### config.mk
export PLATFORM = sky130hd
export DESIGN_NAME = program_sequencer
export DESIGN_NICKNAME = d
export VERILOG_FILES = /design/src/rtl/sequencer_pkg.sv /design/src/rtl/pc_register.sv /design/src/rtl/program_sequencer.sv
export SDC_FILE = /design/constraint.sdc
export NUM_CORES = 1
export LEC_CHECK = 0
export ABC_AREA = 1
export BUFFER_PORTS_ARGS = -buffer_cell sky130_fd_sc_hd__buf_2
export CAP_MARGIN = 10
export CORE_UTILIZATION = 35
export CTS_CLUSTER_DIAMETER = 120
export CTS_CLUSTER_SIZE = 30
export DETAILED_ROUTE_END_ITERATION = 16
export GPL_TIMING_DRIVEN = 1
export REMOVE_ABC_BUFFERS = 1
export SYNTH_ARGS = -nofsm -noshare
export SYNTH_HDL_FRONTEND = slang
export SYNTH_SLANG_ARGS = --single-unit
export TNS_END_PERCENT = 30
### constraint.sdc
create_clock -name clk -period 3.1 [get_ports clk]
set_input_delay 0.155 -clock clk [delete_from_list [all_inputs] [get_ports clk]]
set_output_delay 0.155 -clock clk [all_outputs]
set_load 0.02 [all_outputs]
### src/rtl/sequencer_pkg.sv
// Shared definitions for the program sequencer.
//   seq_state_e          : FSM state encoding
//   HALT_INSTR_DEFAULT   : default instruction word that ends execution
//   CYCLE_W              : width of the cycle counter output
package sequencer_pkg;

  typedef enum logic [2:0] {
    IDLE    = 3'd0,
    FETCH   = 3'd1,
    EXEC    = 3'd2,
    MEMWAIT = 3'd3,
    DONE    = 3'd4
  } seq_state_e;

  localparam logic [8:0] HALT_INSTR_DEFAULT = 9'h1FF;
  localparam int         CYCLE_W            = 16;

endpackage

### src/rtl/pc_register.sv
// Program counter register with increment/wrap and branch-target select.
// Ports:
//   clk, reset (async, active-high)
//   clear   : force pc to 0 (accepted start)
//   advance : retire the current instruction; pc <= branch ? target : pc+1
//   branch  : branch-taken flag for the retiring instruction
//   target  : branch target
//   pc      : current program counter
module pc_register
  #(parameter int PC_W = 10)
  (
  input  logic            clk,
  input  logic            reset,
  input  logic            clear,
  input  logic            advance,
  input  logic            branch,
  input  logic [PC_W-1:0] target,
  output logic [PC_W-1:0] pc
  );

  logic [PC_W-1:0] pc_q;
  logic [PC_W-1:0] pc_inc;

  // Natural PC_W-bit overflow gives the modulo-2^PC_W wrap.
  assign pc_inc = pc_q + {{(PC_W-1){1'b0}}, 1'b1};

  always_ff @(posedge clk or posedge reset) begin
    if (reset) begin
      pc_q <= '0;
    end else if (clear) begin
      pc_q <= '0;
    end else if (advance) begin
      pc_q <= branch ? target : pc_inc;
    end
  end

  assign pc = pc_q;

endmodule

### src/rtl/program_sequencer.sv
// Instruction sequencer: fetches, executes, waits on data memory and retires
// instructions until the halt word is seen.
// Ports:
//   clk, reset (async, active-high)
//   start               : begin execution at pc 0 (accepted in IDLE and DONE)
//   instr               : instruction word at pc, valid in EXEC
//   branch, lutTarget   : branch-taken flag and its target for instr
//   memRead, memWrite   : instr accesses data memory
//   memReady            : data memory has completed the access
//   pc, fetchEn         : instruction-memory address and read enable
//   commit              : single-cycle retire pulse
//   busy, done          : activity / finished status
//   cycleCount          : cycles from start to halt
// Build option: define SEQ_CYCLE_COUNT_EN to build the cycle counter;
// otherwise cycleCount is tied to 0.
//
// state   | meaning
// --------+---------------------------------------------------------
// IDLE    | waiting for start after reset
// FETCH   | instruction-memory read at pc (one cycle)
// EXEC    | decode: halt, stall on memory, or retire
// MEMWAIT | data access outstanding; retire when memReady rises
// DONE    | halt seen; done held high until the next start
module program_sequencer
  import sequencer_pkg::*;
  #(
  parameter int         PC_W       = 10,
  parameter logic [8:0] HALT_INSTR = HALT_INSTR_DEFAULT
  )
  (
  input  logic               clk,
  input  logic               reset,
  input  logic               start,
  input  logic [8:0]         instr,
  input  logic               branch,
  input  logic               memRead,
  input  logic               memWrite,
  input  logic               memReady,
  input  logic [PC_W-1:0]    lutTarget,
  output logic [PC_W-1:0]    pc,
  output logic               fetchEn,
  output logic               commit,
  output logic               busy,
  output logic               done,
  output logic [CYCLE_W-1:0] cycleCount
  );

  seq_state_e state;
  seq_state_e next_state;
  logic       start_accept;
  logic       is_halt;
  logic       mem_stall;

  assign is_halt   = (instr == HALT_INSTR);
  assign mem_stall = (memRead || memWrite) && !memReady;

  always_ff @(posedge clk or posedge reset) begin
    if (reset) begin
      state <= IDLE;
    end else begin
      state <= next_state;
    end
  end

  always_comb begin
    next_state = state;
    case (state)
      IDLE:    if (start) next_state = FETCH;
      FETCH:   next_state = EXEC;
      EXEC: begin
        if (is_halt)        next_state = DONE;
        else if (mem_stall) next_state = MEMWAIT;
        else                next_state = FETCH;
      end
      MEMWAIT: if (memReady) next_state = FETCH;
      DONE:    if (start) next_state = FETCH;
      default: next_state = IDLE;
    endcase
  end

  // commit is decoded from the registered state, so an async reset drops it
  // in the same cycle and an aborted memory access never retires.
  always_comb begin
    fetchEn      = 1'b0;
    commit       = 1'b0;
    busy         = 1'b0;
    done         = 1'b0;
    start_accept = 1'b0;
    case (state)
      IDLE:    start_accept = start;
      FETCH: begin
        fetchEn = 1'b1;
        busy    = 1'b1;
      end
      EXEC: begin
        busy   = 1'b1;
        commit = !is_halt && !mem_stall;
      end
      MEMWAIT: begin
        busy   = 1'b1;
        commit = memReady;
      end
      DONE: begin
        done         = 1'b1;
        start_accept = start;
      end
      default: ;
    endcase
  end

  pc_register #(.PC_W(PC_W)) u_pc (
    .clk     (clk),
    .reset   (reset),
    .clear   (start_accept),
    .advance (commit),
    .branch  (branch),
    .target  (lutTarget),
    .pc      (pc)
  );

`ifdef SEQ_CYCLE_COUNT_EN
  logic [CYCLE_W-1:0] cycle_q;

  // Counts busy cycles; the edge that moves into DONE is not counted, so the
  // value shown while the halt word sits in EXEC is the one held in DONE.
  always_ff @(posedge clk or posedge reset) begin
    if (reset) begin
      cycle_q <= '0;
    end else if (start_accept) begin
      cycle_q <= '0;
    end else if (busy && (next_state != DONE) && (cycle_q != {CYCLE_W{1'b1}})) begin
      cycle_q <= cycle_q + {{(CYCLE_W-1){1'b0}}, 1'b1};
    end
  end

  assign cycleCount = cycle_q;
`else
  assign cycleCount = '0;
`endif

endmodule

* Yosys cells after proc, flatten, opt, wreduce, memory -nomap -nowiden
Index checks and enable logic that the tools add are counted. Widths: inputs -> output; s select.
Operators by class: add/subtract/negate cells 1, equality and inequality tests 7, mux-type cells 13, reductions and logical operators 11
Operators by type and width (number):
- $mux 10 | 3
- $pmux 3 s4 | 1
- $add 10x1->10 const B | 1
- $eq 9x9->1 const B | 1
- $mux 3 | 3
- $eq 3x2->1 const B | 2
- $mux 1 | 4
- $eq 3x1->1 const B | 1
- $eq 3x3->1 const B | 1
- $logic_not 1->1 | 3
- $logic_not 3->1 | 1
- $reduce_or 3->1 | 1
- $logic_and 1x1->1 | 2
- $mux 2 | 1
- $ne 2x1->1 const B | 1
- $ne 2x2->1 const B | 1
- $pmux 1 s2 | 1
- $reduce_and 2->1 | 1
- $reduce_bool 2->1 | 1
- $reduce_or 2->1 | 1
- $logic_or 1x1->1 | 1
Storage, ports and cells: register bits 13, input bits 26, logic and storage cells 34

* Depth between registers and ports, before layout
depth in word-level cells 7, gate-level depth with buffers 8, gate-level depth less buffers 8

* Cells and area by module
Synthesis repeated with hierarchy kept, for this count alone.
Second synthesis, totals: cells, all modules 168, area, all modules 1073.5 um^2
By module, submodules not included:
- pc_register | times used 1, cells each 109, area an instance 701.9 um^2
- program_sequencer | times used 1, cells each 59, area an instance 371.6 um^2

* Worst setup path after synthesis
OpenSTA, ideal clock, no wires.
path kind reg-to-reg, start reg u_pc.pc_q[0] (netlist: u_pc.pc[0]), end reg u_pc.pc_q[8] (netlist: u_pc.pc[8]), setup time 117 ps, data arrival time 1292 ps, setup slack 1691 ps, stages on the path, launching flop included 9, cell sequence dfrtp_1 ha_1 nand2_1 nor2_1 nand3_1 nand2_1 nand3_1 nand3_1 nand2_1
On the way: longest elaborated chain between the ends 4
Ends and longest elaborated chain:
- from (decl) | RTL line pc_register.sv:21 | logic [PC_W-1:0] pc_q;
- from (signal assigned) | RTL line pc_register.sv:33 | pc_q <= branch ? target : pc_inc;
- $add 10x1->10 | RTL line pc_register.sv:25 | assign pc_inc = pc_q + {{(PC_W-1){1'b0}}, 1'b1};
- $mux 10 | RTL line pc_register.sv:33
- $mux 10 | RTL line pc_register.sv:32 | end else if (advance) begin
- $mux 10 | RTL line pc_register.sv:30 | end else if (clear) begin
Every way passes these cells. The select of a mux whose other input is x is not followed. A chain may end at the register's enable or synchronous reset.

* Final worst setup path
start reg state[2], end out commit
On the way: longest elaborated chain between the ends 2, elaborated cells between the ends (all ways) 3
Ends and longest elaborated chain:
- from (decl) | RTL line program_sequencer.sv:48 | seq_state_e state;
- from (signal assigned) | RTL line program_sequencer.sv:61 | state <= next_state;
- $eq 3x2->1 | RTL line program_sequencer.sv:89 | case (state)
- $pmux 1 s2 (*) | RTL line program_sequencer.sv:89
- to (decl) | RTL line program_sequencer.sv:42 | output logic commit,
Every way passes the cells marked *; elsewhere a longest branch is shown, timed or not.

==> reports/summary.txt <==
outcome = finished, violations left
failing checks = design-rule violations
final hold slack = 0.172 ns
I/O pins = 56
Max Freq = 485 MHz
Finish-stage setup viols = 0
CTS tree = yes
number of global-route vias before repair = 1102
adder-cell area share of the yosys netlist = 0.0114
Seq cells post-synth = 13
Core Util, Final = 0.448
HPWL Detailed = 2.04 mm
Final Cycle Share = 0.665
initial drt markers = 74
Slew Viols, Final = 0
filler instances = 319
clk_skew = 0.0135 ns
crit path from = state[2]$_DFFE_PP0P_
Ant. Diodes = 0
clk buf depth = 2
grt ovf = 0
top sig layer = met4
met2 WL = 1.31 mm
Num CTS Buffers = 3
Post-Route Setup TNS = 0 ns
Final Hold Fails = 0
detailed-route DRC error count = 3
worst skew pair latency = 0.29 ns
RSZ-0062 raised after global routing = no
xor and xnor area share after synthesis = 0.00796
Hold Startpoint = lutTarget[7]
Max Cap Violations = 0
Pleak = 0.000742 uW
Final #Nets = 233
Startpoint Class = flop
Mapped Avg Cell Area = 6.59 um^2
Netlist cell types = 22
Int Power = 442 uW
placed cell count = 242
met3 routed WL = 149 um
Synth warnings = 0
slowest CP cell = dfrtp_1
wire per inst = 11.1 um
# port buffers = 39
CP peak stage delay = 0.47 ns
Die Y = 58.1 um
Switching Fraction = 0.516
PD cells = 709 mW/mm^2
largest net degree at the start of global routing = 14
synthesized instance count = 167
synthesized area = 0.00110 mm^2
Area growth syn-to-layout = 17.2%
Die ar. = 0.00337 mm^2
Reg clk slew, reported paths = 0.09 ns
initial core utilization = 0.382
Arr. time, crit path = 1.91 ns
Non-Filler Instances = 247
simple-gate share of the synthesized area = 0.414
Final Critical Period = 2.06 ns
clock share of power = 0.125
Seq/Total Area, Yosys = 0.296
clock sink total = 13
final wirelength = 2.73 mm
Placement Rows = 19
CTS H-tree lvls = 1
Peak supply drop = 0.359 mV
critical path class = flop to output port
worst-margin pin slew = 0.554 ns
first-pass GRT wire length = 4.71 mm
DRT met1 WL = 1.21 mm
antenna violations before repair = 0
CP Cell Sequence = nor3_4 > nand3_1 > nand2_2 > buf_2
share of cells above drive strength 1 = 0.239
GRT Util Overall = 0.182
sequential share of power = 0.344
NetSw = 472 uW
post-synthesis mux area share = 0
CP required = 2.94 ns
core box area = 0.00288 mm^2
Via-to-Cell Ratio = 4.69
CP Max Fanout = 11
RD Place Congestion = 0.822
largest family of logic cells by synthesized area = simple AND/OR/NAND/NOR gates
Final ANT Viol Nets = 0
HP Class = input pin to flop
Gate power share = 0.531
Seq. cell area = 325 um^2
routed via count = 1158
RR Startpoint = state[2]$_DFFE_PP0P_
drt pass-1 iters = 10
Rel. slew slack = 0.630
number of setup buffers added after CTS = 0
CP endpoint kind = output port
Synth Area in Compound Gates = 0.0683
CTS root buf = clkbuf_4
multi-input logic area = 612 um^2
Die W = 58.1 um
[placed cells by master (no fill, tap or decap)]
cell type      Yosys  final
ha_1               1      1
nand2_1           51     51
conb_1             1     16
nand4_1           14     14
nor2_2             1      1
or2_2              3      3
o21ai_0            6      6
nand3_1           13     13
inv_1             18     18
clkbuf_4           0      3
nor3_1             1      1
xnor2_1            1      1
nor2_1            13     13
a21oi_1            2      2
dlygate4sd3_1      0      1
nand3_2            1      1
clkbuf_1           0      1
nand2_2            1      1
nor3_4             1      1
o21bai_1           3      3
buf_2              4     39
a31oi_1            2      2
dfrtp_1           13     13
[through the flow]
step | instance area, um^2 | power [uW] | setup WS [ns]
floorplan | 1000 | 646 | 1.68
global placement | 1250 | 790 | 1.42
detailed placement | 1250 | 801 | 1.39
CTS | 1290 | 917 | 1.05
global route | 1290 | 999 | 0.905
finish | 1290 | 913 | 1.04
[layout make-up]
type,count,share of cell area
repair buffers,40,0.159
well taps,42,0.0408
multi-input cells,130,0.475
inverters,18,0.0524
clock buffers,4,0.0204
flip-flops and latches,13,0.252
[critical path, delay by kind of cell, from the launching register on]
| family | cells | cell delay [ns] |
|---|---|---|
| DFF | 1 | 0.47 |
| and+or+nand+nor | 3 | 0.92 |
| buffers and inverters | 1 | 0.22 |
[synth_stat cells, drive strengths merged]
cell type	number	area, um^2
nor2	14	55.1
ha	1	12.5
xnor2	1	8.76
a31oi	2	12.5
buf	21	151
o21bai	3	22.5
or2	3	18.8
o21ai	6	30.0
nand3	14	75.1
inv	18	67.6
conb	1	3.75
dfrtp	13	325
a21oi	2	10.0
nor3	2	21.3
nand4	14	87.6
nand2	52	198
[flip-flops by register name, summed over array words and instances, names as in the netlist]
register  flops
state         3
u_pc.pc      10
[timing repair]
| item | in CTS | in global routing |
|---|---|---|
| resized for setup | 0 | 0 |
| hold buffers | 1 | 0 |
| endpoints found under the hold margin | 13 | 0 |
[cell families (layout without fill, tap and decap cells)]
kind of cell / Yosys count / after routing
AND/OR/NAND/NOR: 99 / 99
buffers and inverters: 39 / 62
AO/OA/AOI/OAI: 13 / 13
flip-flops: 13 / 13
adder cells (fa/ha/maj): 1 / 1
other: 1 / 16
XOR/XNOR: 1 / 1
[power by group through the flow]
| stage | Combinational (uW) | Clock [uW] | Sequential (uW) |
|---|---|---|---|
| after global routing | 546 | 127 | 327 |
| after CTS | 486 | 118 | 314 |
| after detailed placement | 483 | 0 | 318 |
| after global placement | 476 | 0 | 314 |
| final | 485 | 114 | 314 |
| after floorplan | 289 | 0 | 357 |
[final timing paths]
kind,endpoint,slack (ns),cells after the start
min in group asynchronous,state[2]$_DFFE_PP0P_,0.44,3
worst max-delay path,commit,1.04,4
worst min-delay path,u_pc.pc[7]$_DFFE_PP0P_,0.17,4
worst min register to register,u_pc.pc[9]$_DFFE_PP0P_,0.60,2
worst max register to register,u_pc.pc[8]$_DFFE_PP0P_,1.46,5
max in group asynchronous,u_pc.pc[3]$_DFFE_PP0P_,2.28,3
[routing by layer]
layer,vias up,global-route usage
li1,587,-
met1,520,0.208
met2,46,0.337
met3,5,0.0201
met4,0,0.0850
met5,-,0
Power figures use the tool's default switching activity.
